### src/rtl/control_selector_frecuencia_pkg.sv
// Purpose: shared constants, types and helpers for the frequency selector.
//   - N_SEL / SEL_W : size of the frequency table and its index width
//   - CNT_W         : half-period counter width
//   - HALF_*_DEF    : default half-period lengths (clk cycles) at 100 MHz
//   - state_t       : selector FSM encoding (IDLE, PEND)
//   - make_half_tab : builds the half-period lookup table from four lengths
package control_selector_frecuencia_pkg;

    localparam int unsigned N_SEL = 4;
    localparam int unsigned CNT_W = 27;

    localparam int unsigned HALF_0_DEF = 50_000_000;
    localparam int unsigned HALF_1_DEF = 5_000_000;
    localparam int unsigned HALF_2_DEF = 500_000;
    localparam int unsigned HALF_3_DEF = 50_000;

    // Index width, never below one bit.
    function automatic int unsigned sel_width(input int unsigned n);
        return (n > 1) ? $clog2(n) : 1;
    endfunction

    localparam int unsigned SEL_W = sel_width(N_SEL);

    typedef logic [SEL_W-1:0]            sel_t;
    typedef logic [CNT_W-1:0]            cnt_t;
    typedef logic [N_SEL-1:0][CNT_W-1:0] half_tab_t;

    typedef enum logic [0:0] {
        IDLE = 1'b0,
        PEND = 1'b1
    } state_t;

    // Half-period table; values are zero-extended into CNT_W bits.
    function automatic half_tab_t make_half_tab(input int unsigned h0,
                                                input int unsigned h1,
                                                input int unsigned h2,
                                                input int unsigned h3);
        half_tab_t t;
        t[0] = CNT_W'(h0);
        t[1] = CNT_W'(h1);
        t[2] = CNT_W'(h2);
        t[3] = CNT_W'(h3);
        return t;
    endfunction

endpackage

### src/rtl/control_selector_frecuencia_if.sv
// Purpose: user-facing signal bundle of the frequency selector.
//   - btn_up / btn_down : raw pushbutton levels, asynchronous to clk
//   - en                : divider run enable
//   - clk_out / tick    : divided square wave and its toggle pulse
//   - sel / sel_pend    : committed and requested frequency index
//   - cambio_pend       : a requested index is waiting to be committed
// master drives the buttons and enable; slave is the selector itself.
interface control_selector_frecuencia_if;
    import control_selector_frecuencia_pkg::*;

    logic btn_up;
    logic btn_down;
    logic en;
    logic clk_out;
    logic tick;
    sel_t sel;
    sel_t sel_pend;
    logic cambio_pend;

    modport master (
        output btn_up, btn_down, en,
        input  clk_out, tick, sel, sel_pend, cambio_pend
    );

    modport slave (
        input  btn_up, btn_down, en,
        output clk_out, tick, sel, sel_pend, cambio_pend
    );

endinterface

### src/rtl/control_selector_frecuencia_divisor_programable.sv
// Purpose: programmable half-period counter producing a 50 % duty square wave.
//   - clk, reset   : system clock, asynchronous active-high reset
//   - en_i         : 1 = count, 0 = counter and clk_out hold
//   - half_len_i   : half-period length in clk cycles
//   - load_zero_i  : restart the half-period from zero on this edge
//   - clk_out_o    : divided clock (registered)
//   - tick_o       : one-cycle pulse in the cycle clk_out_o toggles (registered)
//   - tc_c         : terminal count this cycle (combinational)
module control_selector_frecuencia_divisor_programable
    import control_selector_frecuencia_pkg::*;
(
    input  logic clk,
    input  logic reset,
    input  logic en_i,
    input  cnt_t half_len_i,
    input  logic load_zero_i,
    output logic clk_out_o,
    output logic tick_o,
    output logic tc_c
);

    cnt_t cnt_q;
    cnt_t cnt_d;
    logic clk_out_q;
    logic clk_out_d;
    logic tick_q;
    logic tick_d;

    // Last cycle of the current half-period.
    assign tc_c = en_i && (cnt_q == (half_len_i - CNT_W'(1)));

    // Counter advance, wrap and toggle.
    always_comb begin
        cnt_d     = cnt_q;
        clk_out_d = clk_out_q;
        tick_d    = 1'b0;
        if (en_i) begin
            if (tc_c) begin
                cnt_d     = '0;
                clk_out_d = ~clk_out_q;
                tick_d    = 1'b1;
            end else begin
                cnt_d = cnt_q + CNT_W'(1);
            end
        end
        // A commit while paused restarts the half-period but keeps the level.
        if (load_zero_i) begin
            cnt_d = '0;
        end
    end

    always_ff @(posedge clk or posedge reset) begin
        if (reset) begin
            cnt_q     <= '0;
            clk_out_q <= 1'b0;
            tick_q    <= 1'b0;
        end else begin
            cnt_q     <= cnt_d;
            clk_out_q <= clk_out_d;
            tick_q    <= tick_d;
        end
    end

    assign clk_out_o = clk_out_q;
    assign tick_o    = tick_q;

endmodule

### src/rtl/control_selector_frecuencia.sv
// Purpose: pushbutton-driven frequency selector for the programmable divider.
// A requested index is only committed at a half-period boundary (or while the
// divider is paused), so clk_out never produces a short or long half-period.
//   - clk, reset : system clock, asynchronous active-high reset
//   - bus        : slave side of control_selector_frecuencia_if
//                  (btn_up, btn_down, en in; clk_out, tick, sel, sel_pend,
//                  cambio_pend out)
module control_selector_frecuencia
    import control_selector_frecuencia_pkg::*;
#(
    parameter int unsigned HALF_0 = HALF_0_DEF,
    parameter int unsigned HALF_1 = HALF_1_DEF,
    parameter int unsigned HALF_2 = HALF_2_DEF,
    parameter int unsigned HALF_3 = HALF_3_DEF
)(
    input  logic                          clk,
    input  logic                          reset,
    control_selector_frecuencia_if.slave  bus
);

    localparam half_tab_t HALF_TAB = make_half_tab(HALF_0, HALF_1, HALF_2, HALF_3);
    localparam sel_t      SEL_MAX  = SEL_W'(N_SEL - 1);

    // Bit 0 = up button, bit 1 = down button.
    logic [1:0] btn_s1_q;
    logic [1:0] btn_s2_q;
    logic [1:0] btn_prev_q;
    logic [1:0] pulse_c;
    logic       up_c;
    logic       down_c;

    state_t state_q;
    state_t state_d;
    sel_t   sel_q;
    sel_t   sel_d;
    sel_t   sel_pend_q;
    sel_t   sel_pend_d;
    sel_t   req_c;
    logic   cambio_pend_q;
    logic   commit_c;
    logic   tc_c;
    cnt_t   half_len_c;

    // Two-flop synchronizer followed by a rising-edge detect flop.
    always_ff @(posedge clk or posedge reset) begin
        if (reset) begin
            btn_s1_q   <= '0;
            btn_s2_q   <= '0;
            btn_prev_q <= '0;
        end else begin
            btn_s1_q   <= {bus.btn_down, bus.btn_up};
            btn_s2_q   <= btn_s1_q;
            btn_prev_q <= btn_s2_q;
        end
    end

    assign pulse_c = btn_s2_q & ~btn_prev_q;
    // Simultaneous up and down cancel each other.
    assign up_c    = pulse_c[0] & ~pulse_c[1];
    assign down_c  = pulse_c[1] & ~pulse_c[0];

    assign half_len_c = HALF_TAB[sel_q];

    // Request saturation and commit FSM.
    always_comb begin
        req_c      = sel_pend_q;
        state_d    = state_q;
        sel_d      = sel_q;
        sel_pend_d = sel_pend_q;
        commit_c   = 1'b0;

        if (up_c && (sel_pend_q != SEL_MAX)) begin
            req_c = sel_pend_q + SEL_W'(1);
        end else if (down_c && (sel_pend_q != '0)) begin
            req_c = sel_pend_q - SEL_W'(1);
        end
        sel_pend_d = req_c;

        case (state_q)
            IDLE: begin
                if (req_c != sel_q) begin
                    state_d = PEND;
                end
            end
            PEND: begin
                if (tc_c || !bus.en) begin
                    // Commit the value held before this cycle's request; a
                    // request arriving now remains pending.
                    commit_c = 1'b1;
                    sel_d    = sel_pend_q;
                    state_d  = (req_c != sel_pend_q) ? PEND : IDLE;
                end else if (req_c == sel_q) begin
                    state_d = IDLE;
                end
            end
            default: begin
                state_d = IDLE;
            end
        endcase
    end

    always_ff @(posedge clk or posedge reset) begin
        if (reset) begin
            state_q       <= IDLE;
            sel_q         <= '0;
            sel_pend_q    <= '0;
            cambio_pend_q <= 1'b0;
        end else begin
            state_q       <= state_d;
            sel_q         <= sel_d;
            sel_pend_q    <= sel_pend_d;
            cambio_pend_q <= (state_d == PEND);
        end
    end

    control_selector_frecuencia_divisor_programable u_divisor_programable (
        .clk         (clk),
        .reset       (reset),
        .en_i        (bus.en),
        .half_len_i  (half_len_c),
        .load_zero_i (commit_c),
        .clk_out_o   (bus.clk_out),
        .tick_o      (bus.tick),
        .tc_c        (tc_c)
    );

    assign bus.sel         = sel_q;
    assign bus.sel_pend    = sel_pend_q;
    assign bus.cambio_pend = cambio_pend_q;

endmodule

### src/flat_wrapper.sv
// flat-port wrapper written by rule: the top's interface ports become plain ports
module control_selector_frecuencia_flat import control_selector_frecuencia_pkg::*;
#(
    parameter int unsigned HALF_0 = HALF_0_DEF,
    parameter int unsigned HALF_1 = HALF_1_DEF,
    parameter int unsigned HALF_2 = HALF_2_DEF,
    parameter int unsigned HALF_3 = HALF_3_DEF
)
  (clk, reset, bus_btn_up, bus_btn_down, bus_en, bus_clk_out, bus_tick, bus_sel, bus_sel_pend, bus_cambio_pend);
  control_selector_frecuencia_if bus_i ();
  input  logic clk;
  input  logic reset;
  input wire logic [$bits(bus_i.btn_up)-1:0] bus_btn_up;
  input wire logic [$bits(bus_i.btn_down)-1:0] bus_btn_down;
  input wire logic [$bits(bus_i.en)-1:0] bus_en;
  output wire logic [$bits(bus_i.clk_out)-1:0] bus_clk_out;
  output wire logic [$bits(bus_i.tick)-1:0] bus_tick;
  output wire logic [$bits(bus_i.sel)-1:0] bus_sel;
  output wire logic [$bits(bus_i.sel_pend)-1:0] bus_sel_pend;
  output wire logic [$bits(bus_i.cambio_pend)-1:0] bus_cambio_pend;
  assign bus_i.btn_up = bus_btn_up;
  assign bus_i.btn_down = bus_btn_down;
  assign bus_i.en = bus_en;
  assign bus_clk_out = bus_i.clk_out;
  assign bus_tick = bus_i.tick;
  assign bus_sel = bus_i.sel;
  assign bus_sel_pend = bus_i.sel_pend;
  assign bus_cambio_pend = bus_i.cambio_pend;
  control_selector_frecuencia #(.HALF_0(HALF_0), .HALF_1(HALF_1), .HALF_2(HALF_2), .HALF_3(HALF_3)) u_core (.clk(clk), .reset(reset), .bus(bus_i));
endmodule
### config.mk
export PLATFORM = sky130hd
export DESIGN_NAME = control_selector_frecuencia_flat
export DESIGN_NICKNAME = d
export VERILOG_FILES = /design/src/rtl/control_selector_frecuencia_pkg.sv /design/src/rtl/control_selector_frecuencia_if.sv /design/src/rtl/control_selector_frecuencia_divisor_programable.sv /design/src/rtl/control_selector_frecuencia.sv /design/src/flat_wrapper.sv
export SDC_FILE = /design/constraint.sdc
export NUM_CORES = 1
export LEC_CHECK = 0
export ABC_CLOCK_PERIOD_IN_PS = 3700
export BUFFER_PORTS_ARGS = -buffer_cell sky130_fd_sc_hd__buf_4
export CAP_MARGIN = 10
export CORE_UTILIZATION = 25
export CTS_CLUSTER_SIZE = 20
export DETAILED_ROUTE_END_ITERATION = 7
export GPL_TIMING_DRIVEN = 0
export SLEW_MARGIN = 20
export SYNTH_ARGS = -nofsm -noshare
export SYNTH_HDL_FRONTEND = slang
export SYNTH_SLANG_ARGS = --single-unit
### constraint.sdc
create_clock -name clk -period 3.7 [get_ports clk]
set_clock_uncertainty 0.05 [all_clocks]
set_input_delay 0.555 -clock clk [delete_from_list [all_inputs] [get_ports clk]]
set_output_delay 0.555 -clock clk [all_outputs]
set_load 0.005 [all_outputs]
==> reports/summary.log <==
qor: clock_tree.clock_tree.htree_level_count 2
qor: synth.synth_common_cells dfrtp_1 (40), nand2_1 (23), a21oi_1 (17), a31oi_1 (17), nand3_1 (15)
qor: synth.synth_cell_type_count 43
qor: worst_setup_path.cp-start-kind flop
qor: synth.postSynthRegisterBits 40
qor: floorplanning.start_util 0.258
qor: worst_setup_path.worst-path-buf-inv 4
qor: clock_tree.hold_buffers 0
qor: worst_setup_path.critical_path.slowest_cell dfrtp_1
qor: finish.post_layout_net_count 286
qor: clock_tree.cts_tree built
qor: place.detailedPlacementHpwl 4040 µm
qor: worst_setup_path.critPathMaxStageDelay 0.48 ns
qor: global_routing.grt_util_met3 0.0302
qor: clock_tree.tritoncts.num_buffers 5
qor: place.place_area 2620 µm²
qor: synth.cell_taking_the_most_area_after_synthesis dfrtp_1
qor: timing.grt_setup_unrepaired no
qor: worst_setup_path.cp.required 3.84 ns
qor: drt.ant_nets 0
qor: finish.layout-area-overhead-vs-synth 15.0%
qor: clock_tree.clock_latency_on_the_worst_skew_pair 0.29 ns
qor: global_routing.first_global_vias 1865
qor: floorplanning.floorplan.rows 35
qor: synth.post_synth_main_area_contributors dfrtp_1 (42%), ha_1 (5.8%), a31oi_1 (4.5%), xnor2_1 (3.7%), nand2_1 (3.6%)
qor: global_routing.grt_first_pass_wirelength 9450 µm
qor: floorplanning.die_area 9880 µm²
qor: global_routing.globalRoute.busiestLayer met2
qor: power.ir_worst_vdd 0.192 mV
qor: worst_setup_path.critical_path.top_delay_family simple AND/OR/NAND/NOR gates
qor: finish.summed_area_of_non_filler_cells_in_the_final_layout 2730 µm²
qor: drt.via_count 1987
qor: clock_tree.clock_tree.buffer_depth 2
qor: timing.slew_headroom 0.605
qor: floorplanning.top_level_i_o_count 12
qor: timing.final_max_slew_violation_count 0
qor: place.io_buffer_count 11
qor: clock_tree.cts_setup_buffers 0
qor: drt.initialDrtViolationCount 95
qor: synth.number_of_flops_mapped_to_enable_cells_by_yosys 0
qor: synth.mux_contribution_to_synthesized_area 0.0174
qor: timing.worstMarginPinSlew 0.592 ns
qor: synth.mappedNetlistArea 2370 µm²
qor: worst_setup_path.setup.worst_path.class reg -> reg
qor: run.timing.max_cap.violations 0
qor: global_routing.grt.total_usage 0.122
qor: synth.post_synthesis_cell_count 251
qor: global_routing.gr-usage-met2 0.198
qor: finish.num_antenna_cells 0
qor: drt.detail_route.first_pass.iterations 4
qor: worst_setup_path.worst-path-stages 12
qor: timing.setup-tns-final 0 ns
qor: power.static-leakage-power 1.22 nW
qor: synth.synth_seq_area_share 0.422
qor: timing.finalCriticalPeriod 3.14 ns
qor: clock_tree.clock_tree_root_buffer_cell clkbuf_8
qor: synth.synth_top_family_by_area simple AND/OR/NAND/NOR gates
qor: worst_setup_path.reg2reg_from u_core.bus.sel[1]
qor: power.cellPowerDensity 520 nW/µm²
qor: synth.yosys.area_share.adder 0.0580
qor: clock_tree.clock_sinks 40
qor: synth.synth_simple_gate_area_frac 0.234
qor: drt.drc_errors 0
qor: worst_setup_path.worstPathCellList inv_1 -> ha_1 -> inv_1 -> ha_1 -> xnor2_1 -> or4_4 -> nor4_4 -> a31oi_2 -> buf_6 -> buf_6 -> a32oi_1 -> nand2_1
qor: synth.post-synth-top-area-fraction 0.422
qor: timing.timing_hold_violations_final 0
qor: synth.synth.net_count 267
qor: drt.vias_per_cell 5.20
qor: synth.yosysMostFrequentCell dfrtp_1
qor: drt.totalWireLength 5550 µm
qor: worst_setup_path.critical_path_arrival 3.27 ns
qor: worst_setup_path.critPathLaunch u_core.bus.sel[1]
qor: synth.synth_compound_area_frac 0.166
qor: global_routing.grt_antenna_before_repair 0
qor: synth.yosysWarningCount 0
qor: floorplanning.die_width 99.4 µm
qor: worst_hold_path.timing.hold.worst.class in -> async
qor: floorplanning.fp.coreArea 9200 µm²
qor: global_routing.grt_start_max_net_pins 23
qor: global_routing.grt_overflow 0
qor: worst_setup_path.rr_worst_depth 12
qor: timing.fmaxAchievable 319 MHz
qor: clock_tree.cts-resized-gates 0
qor: timing.finish_stage_setup_viols 0
qor: place.gpl.final_weighted_congestion 0.795
qor: synth.async_reset_ff_frac 1.00
qor: timing.worst_hold_slack 0.220 ns
qor: timing.layout_worst_path_cycle_share 0.847
qor: synth.synthXorXnorAreaFrac 0.0554
qor: drt.average_wire_per_standard_cell 14.5 µm
qor: global_routing.gr-usage-met1 0.162
qor: worst_setup_path.endpoint_kind flop
qor: clock_tree.worst_setup_hold_path_clk_slew 0.08 ns
qor: run_status.status finished, final reports clean
qor: synth.avgSynthCellArea 9.45 µm²
qor: floorplanning.chipHeight 99.4 µm
qor: worst_setup_path.crit_path_max_fanout 10
qor: synth.synth-main-ff-cell dfrtp_1
qor: finish.post_route_cells_drive_above_1_share 0.125
[sequential cells by signal (all words and copies together), names as in the netlist]
register,flops
u_core.btn_prev_q,2
u_core.btn_s1_q,2
u_core.btn_s2_q,2
u_core.bus.sel,2
u_core.bus.sel_pend,2
u_core.state_q,1
u_core.u_divisor_programable.clk_out_o,1
u_core.u_divisor_programable.cnt_q,27
u_core.u_divisor_programable.tick_o,1
[worst register-to-register path: cells and delay by family (launching register included)]
family / cells / cell delay, ns
AOI/OAI and AO/OA: 2 / 0.39
xor gates and xnor gates: 1 / 0.13
adders and majority gates: 2 / 0.54
buffers and inverters: 4 / 0.69
DFF: 1 / 0.48
and+or+nand+nor: 3 / 0.76
[report_power, final]
part,switching (mW),internal (mW)
clock,0.156,0.200
combinational,0.272,0.228
sequential,0.0768,0.485
[cell type report]
class | instances | area [µm²]
inverter | 11 | 41.3
fill | 957 | 6470
tap | 111 | 139
timing repair buffer | 12 | 110
clock inverter | 2 | 35.0
buffer | 10 | 68.8
clock buffer | 6 | 72.6
sequential | 40 | 1000
multi-input combinational | 190 | 1260
[layout by cell type, fill, tap and decap left out, types with 2 or more instances in the layout]
master,netlist,layout
nand4_1,6,6
buf_4,0,11
o21ai_0,8,8
a21oi_1,17,17
o31ai_1,2,2
o22ai_1,2,2
xor2_1,5,5
nor4_1,3,3
a21o_1,2,2
clkbuf_1,5,6
inv_1,11,10
a41oi_1,2,2
mux2i_1,3,3
a22o_1,5,5
or2_2,2,2
clkbuf_8,0,5
nor2_1,14,14
and3_1,6,6
ha_1,11,11
nand3b_1,5,5
nand2_1,23,23
xnor2_1,10,10
dfrtp_1,40,40
and4_1,4,4
nor3_1,4,4
nand3_1,15,15
buf_6,4,4
a31oi_1,17,17
nand2b_1,9,9
[metal layers]
metal | vias up | wire [µm] | share of wire
met2 | 44 | 2550 | 0.46
met3 | 6 | 259 | 0.047
met5 | - | 0 | 0
met1 | 981 | 2680 | 0.48
met4 | 0 | 67 | 0.012
li1 | 956 | - | -
[final timing paths]
check,to,slack (ns)
max in group asynchronous,u_core.u_divisor_programable.cnt_q[20],2.92
setup / recovery,u_core.u_divisor_programable.cnt_q[21],0.56
setup reg to reg,u_core.u_divisor_programable.cnt_q[21],0.56
min in group clk,u_core.btn_s2_q[0],0.30
hold reg to reg,u_core.btn_s2_q[0],0.30
hold / removal,u_core.btn_prev_q[0],0.22
[per-stage QoR]
stage | utilization | power [mW] | setup slack, ns | std cells
floorplan | - | 0.913 | 0.935 | 251
global placement | 0.282 | 1.05 | 0.556 | 373
detailed placement | 0.285 | 1.07 | 0.554 | 374
CTS | 0.297 | 1.43 | 0.531 | 382
global route | 0.297 | 1.52 | 0.310 | 382
finish | 0.297 | 1.42 | 0.564 | 382
[cells by family after synthesis]
| kind of cell | after synthesis |
|---|---|
| multiplexers | 4 |
| flip-flops | 40 |
| buffers and inverters | 21 |
| adder cells (fa/ha/maj) | 11 |
| XOR/XNOR | 15 |
| AND/OR/NAND/NOR | 99 |
| AO/OA/AOI/OAI | 61 |
Power figures use the tool's default switching activity.
